$ cat src/rtl/weight_fetch_ctrl_pkg.sv
// Shared definitions for the weight BRAM controllers: controller state
// encoding and the default geometry of one neuron's weight memory.
package weight_fetch_ctrl_pkg;

    localparam int WF_DEPTH = 28;  // weight words per neuron BRAM
    localparam int WF_AW    = 5;   // BRAM address width
    localparam int WF_DW    = 16;  // weight word width

    // Binary-encoded controller states
    typedef enum logic [1:0] {
        ST_IDLE  = 2'd0,
        ST_LOAD  = 2'd1,
        ST_FETCH = 2'd2,
        ST_DRAIN = 2'd3
    } wf_state_e;

endpackage

$ cat src/rtl/weight_fetch_ctrl_idx_counter.sv
// Weight index counter: synchronous clear, increment, terminal-count flag.
// The count saturates at DEPTH-1 so it never forms an address past the end.
module weight_idx_counter
    import weight_fetch_ctrl_pkg::*;
#(
    parameter int DEPTH = WF_DEPTH,
    parameter int AW    = WF_AW
) (
    input  logic          i_clk,
    input  logic          i_rst,
    input  logic          i_clr,
    input  logic          i_inc,
    output logic [AW-1:0] o_count,
    output logic          o_terminal
);

    logic [AW-1:0] r_count;
    logic          w_terminal;

    assign w_terminal = (r_count == AW'(DEPTH - 1));
    assign o_count    = r_count;
    assign o_terminal = w_terminal;

    // Count accesses; clear is used to guarantee a zero index at pass start
    always_ff @(posedge i_clk) begin
        if (i_rst || i_clr) begin
            r_count <= '0;
        end else if (i_inc && !w_terminal) begin
            r_count <= r_count + 1'b1;
        end
    end

endmodule

$ cat src/rtl/weight_fetch_ctrl.sv
// Weight fetch controller: loads a neuron's weight BRAM from a valid/ready
// stream and streams the weights back out to the MAC with one-cycle read
// latency. W_DATA is taken straight from the BRAM output, so a stalled
// word is held by suppressing the next read rather than by a data register.
//
// Handshakes: a word moves on LD_DI when LD_VALID && LD_READY at a rising
// edge, and on W_DATA when W_VALID && W_READY at a rising edge. A producer
// keeps its valid and data stable until the transfer; the consumer may
// change ready freely.
module weight_fetch_ctrl
    import weight_fetch_ctrl_pkg::*;
#(
    parameter int DEPTH = WF_DEPTH,
    parameter int AW    = WF_AW,
    parameter int DW    = WF_DW
) (
    input  logic          i_clk,
    input  logic          i_rst,
    input  logic          i_start,
    input  logic          i_ld_start,
    input  logic [DW-1:0] i_ld_di,
    input  logic          i_ld_valid,
    output logic          o_ld_ready,
    output logic [AW-1:0] o_bram_addr,
    output logic [DW-1:0] o_bram_di,
    output logic          o_bram_en,
    output logic          o_bram_we,
    input  logic [DW-1:0] i_bram_do,
    output logic [DW-1:0] o_w_data,
    output logic [AW-1:0] o_w_idx,
    output logic          o_w_valid,
    output logic          o_w_last,
    input  logic          i_w_ready,
    output logic          o_busy,
    output logic          o_done,
    output logic          o_ld_done,
    output logic [1:0]    o_dbg_state
);

    wf_state_e     r_state;
    wf_state_e     w_next;
    logic          r_w_valid;
    logic [AW-1:0] r_w_idx;
    logic          r_done;
    logic          r_ld_done;

    logic [AW-1:0] w_cnt;
    logic          w_term;
    logic          w_write;
    logic          w_issue;
    logic          w_xfer;

    assign w_xfer  = r_w_valid && i_w_ready;
    assign w_write = (r_state == ST_LOAD) && i_ld_valid;
    // A read may only be issued when the output slot is free or draining now
    assign w_issue = (r_state == ST_FETCH) && (w_cnt <= AW'(DEPTH - 1))
                     && (!r_w_valid || i_w_ready);

    weight_idx_counter #(
        .DEPTH (DEPTH),
        .AW    (AW)
    ) u_idx_counter (
        .i_clk      (i_clk),
        .i_rst      (i_rst),
        .i_clr      (r_state == ST_IDLE),
        .i_inc      (w_write || w_issue),
        .o_count    (w_cnt),
        .o_terminal (w_term)
    );

    // State register
    always_ff @(posedge i_clk) begin
        if (i_rst) begin
            r_state <= ST_IDLE;
        end else begin
            r_state <= w_next;
        end
    end

    // Next-state logic; load requests take priority over fetch requests
    always_comb begin
        w_next = r_state;
        case (r_state)
            ST_IDLE: begin
                if (i_ld_start) begin
                    w_next = ST_LOAD;
                end else if (i_start) begin
                    w_next = ST_FETCH;
                end
            end
            ST_LOAD: begin
                if (w_write && w_term) begin
                    w_next = ST_IDLE;
                end
            end
            ST_FETCH: begin
                if (w_issue && w_term) begin
                    w_next = ST_DRAIN;
                end
            end
            ST_DRAIN: begin
                if (w_xfer) begin
                    w_next = ST_IDLE;
                end
            end
            default: w_next = ST_IDLE;
        endcase
    end

    // BRAM port is driven only on an actual write or read issue
    always_comb begin
        o_bram_en   = w_write || w_issue;
        o_bram_we   = w_write;
        o_bram_addr = w_cnt;
        o_bram_di   = w_write ? i_ld_di : '0;
    end

    // Output word tracking: valid/index follow the issued read by one cycle
    always_ff @(posedge i_clk) begin
        if (i_rst) begin
            r_w_valid <= 1'b0;
            r_w_idx   <= '0;
        end else if (w_issue) begin
            r_w_valid <= 1'b1;
            r_w_idx   <= w_cnt;
        end else if (w_xfer) begin
            r_w_valid <= 1'b0;
        end
    end

    // Completion pulses land in the first IDLE cycle after the pass
    always_ff @(posedge i_clk) begin
        if (i_rst) begin
            r_done    <= 1'b0;
            r_ld_done <= 1'b0;
        end else begin
            r_done    <= (r_state == ST_DRAIN) && w_xfer;
            r_ld_done <= w_write && w_term;
        end
    end

    assign o_ld_ready  = (r_state == ST_LOAD);
    assign o_w_data    = i_bram_do;
    assign o_w_idx     = r_w_idx;
    assign o_w_valid   = r_w_valid;
    assign o_w_last    = r_w_valid && (r_w_idx == AW'(DEPTH - 1));
    assign o_busy      = (r_state != ST_IDLE);
    assign o_done      = r_done;
    assign o_ld_done   = r_ld_done;
    assign o_dbg_state = r_state;

endmodule

$ cat config.mk
export PLATFORM = sky130hd
export DESIGN_NAME = weight_fetch_ctrl
export DESIGN_NICKNAME = d
export VERILOG_FILES = /design/src/rtl/weight_fetch_ctrl_pkg.sv /design/src/rtl/weight_fetch_ctrl_idx_counter.sv /design/src/rtl/weight_fetch_ctrl.sv
export SDC_FILE = /design/constraint.sdc
export NUM_CORES = 1
export LEC_CHECK = 0
export BUFFER_PORTS_ARGS = -buffer_cell sky130_fd_sc_hd__buf_2
export CORE_ASPECT_RATIO = 1.5
export CORE_MARGIN = 2
export CORE_UTILIZATION = 25
export DETAILED_ROUTE_END_ITERATION = 16
export PLACE_DENSITY = 0.64
export REMOVE_ABC_BUFFERS = 1
export SKIP_LAST_GASP = 1
export SLEW_MARGIN = 20
export SYNTH_ARGS = -nofsm -noshare
export SYNTH_HDL_FRONTEND = slang
export SYNTH_SLANG_ARGS = --single-unit
$ cat constraint.sdc
create_clock -name i_clk -period 1.78 [get_ports i_clk]
set_input_delay 0.178 -clock i_clk [delete_from_list [all_inputs] [get_ports i_clk]]
set_output_delay 0.178 -clock i_clk [all_outputs]
set_load 0.02 [all_outputs]
==> impl_metrics.json <==
{
  "worst_ep_arrival_time_ns": 1.46,
  "cp.buffers_inverters": 1,
  "routabilityCongestion": 0.7491,
  "worstMarginPinSlew_ns": 0.4277,
  "p_leak_nw": 0.6130,
  "dr.pass1.iters": 4,
  "multi_input_area_um2": 564.3,
  "via_per_inst": 4.590,
  "postSynthAreaPerCell_um2": 8.258,
  "cts_tree": "built",
  "ys_seq_area_share_pct": 29.09,
  "yosys.area.top_type": "dfxtp_1",
  "required_ns": 1.60,
  "seqCellArea_um2": 305.3,
  "synth_area_um2": 1032,
  "fmax_ghz": 0.6100,
  "worstHoldPathType": "primary input to flip-flop",
  "endpoint_kind": "output pin",
  "rows": 28,
  "ys.warnings.count": 0,
  "synth_most_common_cell": "buf_4",
  "clk_pin_slew_ns": 0.06,
  "grt.total_usage_pct": 11.70,
  "min_period_over_period_pct": 92.09,
  "wl_um": 2803,
  "drtIter0Drc": 22,
  "dp_cells": 206,
  "synth_top_cell_area_share_pct": 29.09,
  "critPathMaxStageDelay_ns": 0.37,
  "reg2reg_to": "o_w_idx[1]",
  "slew_headroom_pct": 71.38,
  "worst_hold_slack_ns": 0.1780,
  "start_kind": "flip-flop",
  "yosys-top-cells-count": "17 x buf_4, 16 x and2_1, 15 x dfxtp_1",
  "synth_area_leaders": "dfxtp_1 29%, buf_4 12%, and2_1 9.7%, mux2i_1 9.7%, nand2b_1 6.7%",
  "core-area_um2": 3959,
  "status": "finished clean",
  "die_w_um": 56.47,
  "synthFlopType": "dfxtp_1",
  "maxCapViolations": 0,
  "clock_path_buffers": 2,
  "final_core_utilization_pct": 32.24,
  "ir_worst_vdd_uv": 340.2,
  "rsz0062_at_grt": "yes",
  "gr-total-overflow": 0,
  "grt_pass1_vias": 825,
  "critPathTopFamily": "simple AND/OR/NAND/NOR gates",
  "n_fill_cell": 460,
  "post-route-min-period_ns": 1.639,
  "diodes": 0,
  "slew_violations": 0,
  "tns_ns": 0,
  "ios": 90,
  "syn_inst": 125,
  "dieArea_um2": 4670,
  "grt_first_pass_wirelength_um": 4174,
  "ff2ff_setup_slack_ns": 0.25,
  "power.density_nw_per_um2": 629.5,
  "finalHoldViolCount": 0,
  "ant_nets": 0,
  "nNetsFinal": 205,
  "hold_start": "i_start",
  "synth_cell_types": 31,
  "hpwlAfterDp_um": 2215,
  "via_count": 964,
  "port_buffers": 57,
  "fin_skew_ns": 0.003081,
  "hold_depth": 3,
  "reg2regPathDepth": 5,
  "hold_end": "o_dbg_state[1]",
  "r2r-start": "u_idx_counter.o_count[0]",
  "start_util_pct": 26.07,
  "dpl_cell_area_um2": 1225,
  "synth-seq-cells": 15,
  "die_y_um": 82.70,
  "cts_sinks": 15,
  "post-route-drc-count": 0,
  "finalSetupViolCount": 0,
  "final_cell_area_um2": 1276,
  "synth_edf_count": 0,
  "worstPathCellList": "ha_1 -> nand3b_1 -> nand4_2 -> nand2_1 -> buf_2",
  "stdcell_count": 210,
  "drive_gt1_share_pct": 42.42,
  "ctsRootBufferMaster": "clkbuf_8",
  "cts_inserted_buffers": 3,
  "worstPathMaxFanout": 7,
  "h-tree-depth": 1,
  "avgRoutedWirePerCell_um": 13.35,
  "grt_max_degree": 20,
  "area_growth_pct": 23.64,
  "crit_type": "flip-flop to output pin",
  "antenna_found_initial": 0,
  "cts_setup_buffers": 0,
  "slowest_stage": "dfxtp_2",
  "clk_latency_ns": 0.25,
  "async_flop_share_pct": 0
}
-- cells in the final DEF (no fill, tap or decap) --
| cell type | netlist | layout |
|---|---|---|
| a221oi_1 | 1 | 1 |
| a21boi_1 | 1 | 1 |
| a21o_1 | 1 | 1 |
| dfxtp_1 | 15 | 11 |
| a31oi_4 | 1 | 1 |
| dfxtp_2 | 0 | 4 |
| or3_1 | 3 | 3 |
| and4b_1 | 1 | 1 |
| a211oi_2 | 1 | 1 |
| nor2_1 | 6 | 6 |
| buf_4 | 17 | 1 |
| inv_1 | 3 | 3 |
| a21oi_1 | 3 | 3 |
| and3b_1 | 1 | 1 |
| a21oi_2 | 1 | 1 |
| mux2i_1 | 10 | 10 |
| and2b_1 | 2 | 2 |
| a22oi_1 | 1 | 1 |
| ha_1 | 1 | 1 |
| clkinv_2 | 0 | 1 |
| nand3b_1 | 1 | 1 |
| nand2_1 | 13 | 13 |
| nand4b_1 | 1 | 1 |
| buf_2 | 2 | 57 |
| nor3_1 | 1 | 1 |
| and2_1 | 16 | 16 |
| o21ai_0 | 1 | 1 |
| nand2b_1 | 11 | 11 |
| and3_1 | 1 | 1 |
| nand4_2 | 1 | 1 |
| clkbuf_8 | 0 | 3 |
| nand3_1 | 5 | 5 |
-- flip-flops by register name (all words and copies together), names as in the netlist --
register,count
o_done,1
u_idx_counter.o_count,5
o_dbg_state,2
o_w_valid,1
o_ld_done,1
o_w_idx,5
-- final cells by class --
cell class | instances | area share [%]
multi-input cells | 85 | 44.22
flip-flops and latches | 15 | 23.92
repair buffers | 58 | 22.94
well taps | 45 | 4.412
clock buffers | 3 | 3.235
inverters | 3 | 0.8824
clock inverters | 1 | 0.3922
-- power breakdown --
group / switching [mW] / leakage (nW) / internal (mW)
sequential: 0.0120 / 0.123 / 0.344
clock: 0.123 / 0.0255 / 0.155
combinational: 0.0972 / 0.465 / 0.0723
-- kinds of logic after synthesis --
family                     Yosys count  synth area share, %
buffers and inverters               25                16.24
and+or+nand+nor                     63                34.67
DFF                                 15                29.09
muxes                               10                9.697
AOI/OAI and AO/OA                   11                9.091
adders and majority gates            1                1.212
-- worst register-to-register path: cells and delay by family (launching register included) --
family | cells | cell delay, ns
mux | 1 | 0.16
fa+ha+maj | 1 | 0.23
flops | 1 | 0.35
compound gates | 1 | 0.20
simple gates | 2 | 0.47
-- metal layers --
| metal | vias to the layer above | part of all wire (%) | GRT usage [%] |
|---|---|---|---|
| met5 | - | 1.4 | 7.143 |
| met4 | 2 | 0.89 | 2.857 |
| met3 | 6 | 14 | 7.944 |
| met2 | 52 | 43 | 16.74 |
| met1 | 428 | 41 | 13.75 |
| li1 | 476 | - | - |
-- worst max path at each step --
stage | from | slack (ns) | to | cells past startpoint
3_5_place_dp | u_idx_counter.o_count[1] | 0.22 | o_w_idx[1] | 5
6_report | u_idx_counter.o_count[0] | 0.14 | o_bram_en | 5
5_1_grt | u_idx_counter.o_count[0] | -0.007 | o_bram_en | 5
4_1_cts | u_idx_counter.o_count[0] | 0.04 | o_bram_en | 5
3_3_place_gp | u_idx_counter.o_count[0] | 0.27 | o_w_idx[1] | 5
2_1_floorplan | o_dbg_state[0] | 0.11 | u_idx_counter.o_count[3] | 4
-- stage by stage --
stage	worst slack (ns)	power [mW]
6_report	0.1407	0.8034
3_3_place_gp	0.2698	0.5320
4_1_cts	0.04286	0.8073
2_1_floorplan	0.1085	0.4639
5_1_grt	-0.006965	0.8431
3_5_place_dp	0.2159	0.5328
-- repair_timing --
action,in CTS,in global routing
gates resized for setup,0,4
hold endpoints to repair,0,0
endpoints found under the setup margin,0,3
hold buffers,0,0
Power figures use the tool's default switching activity.
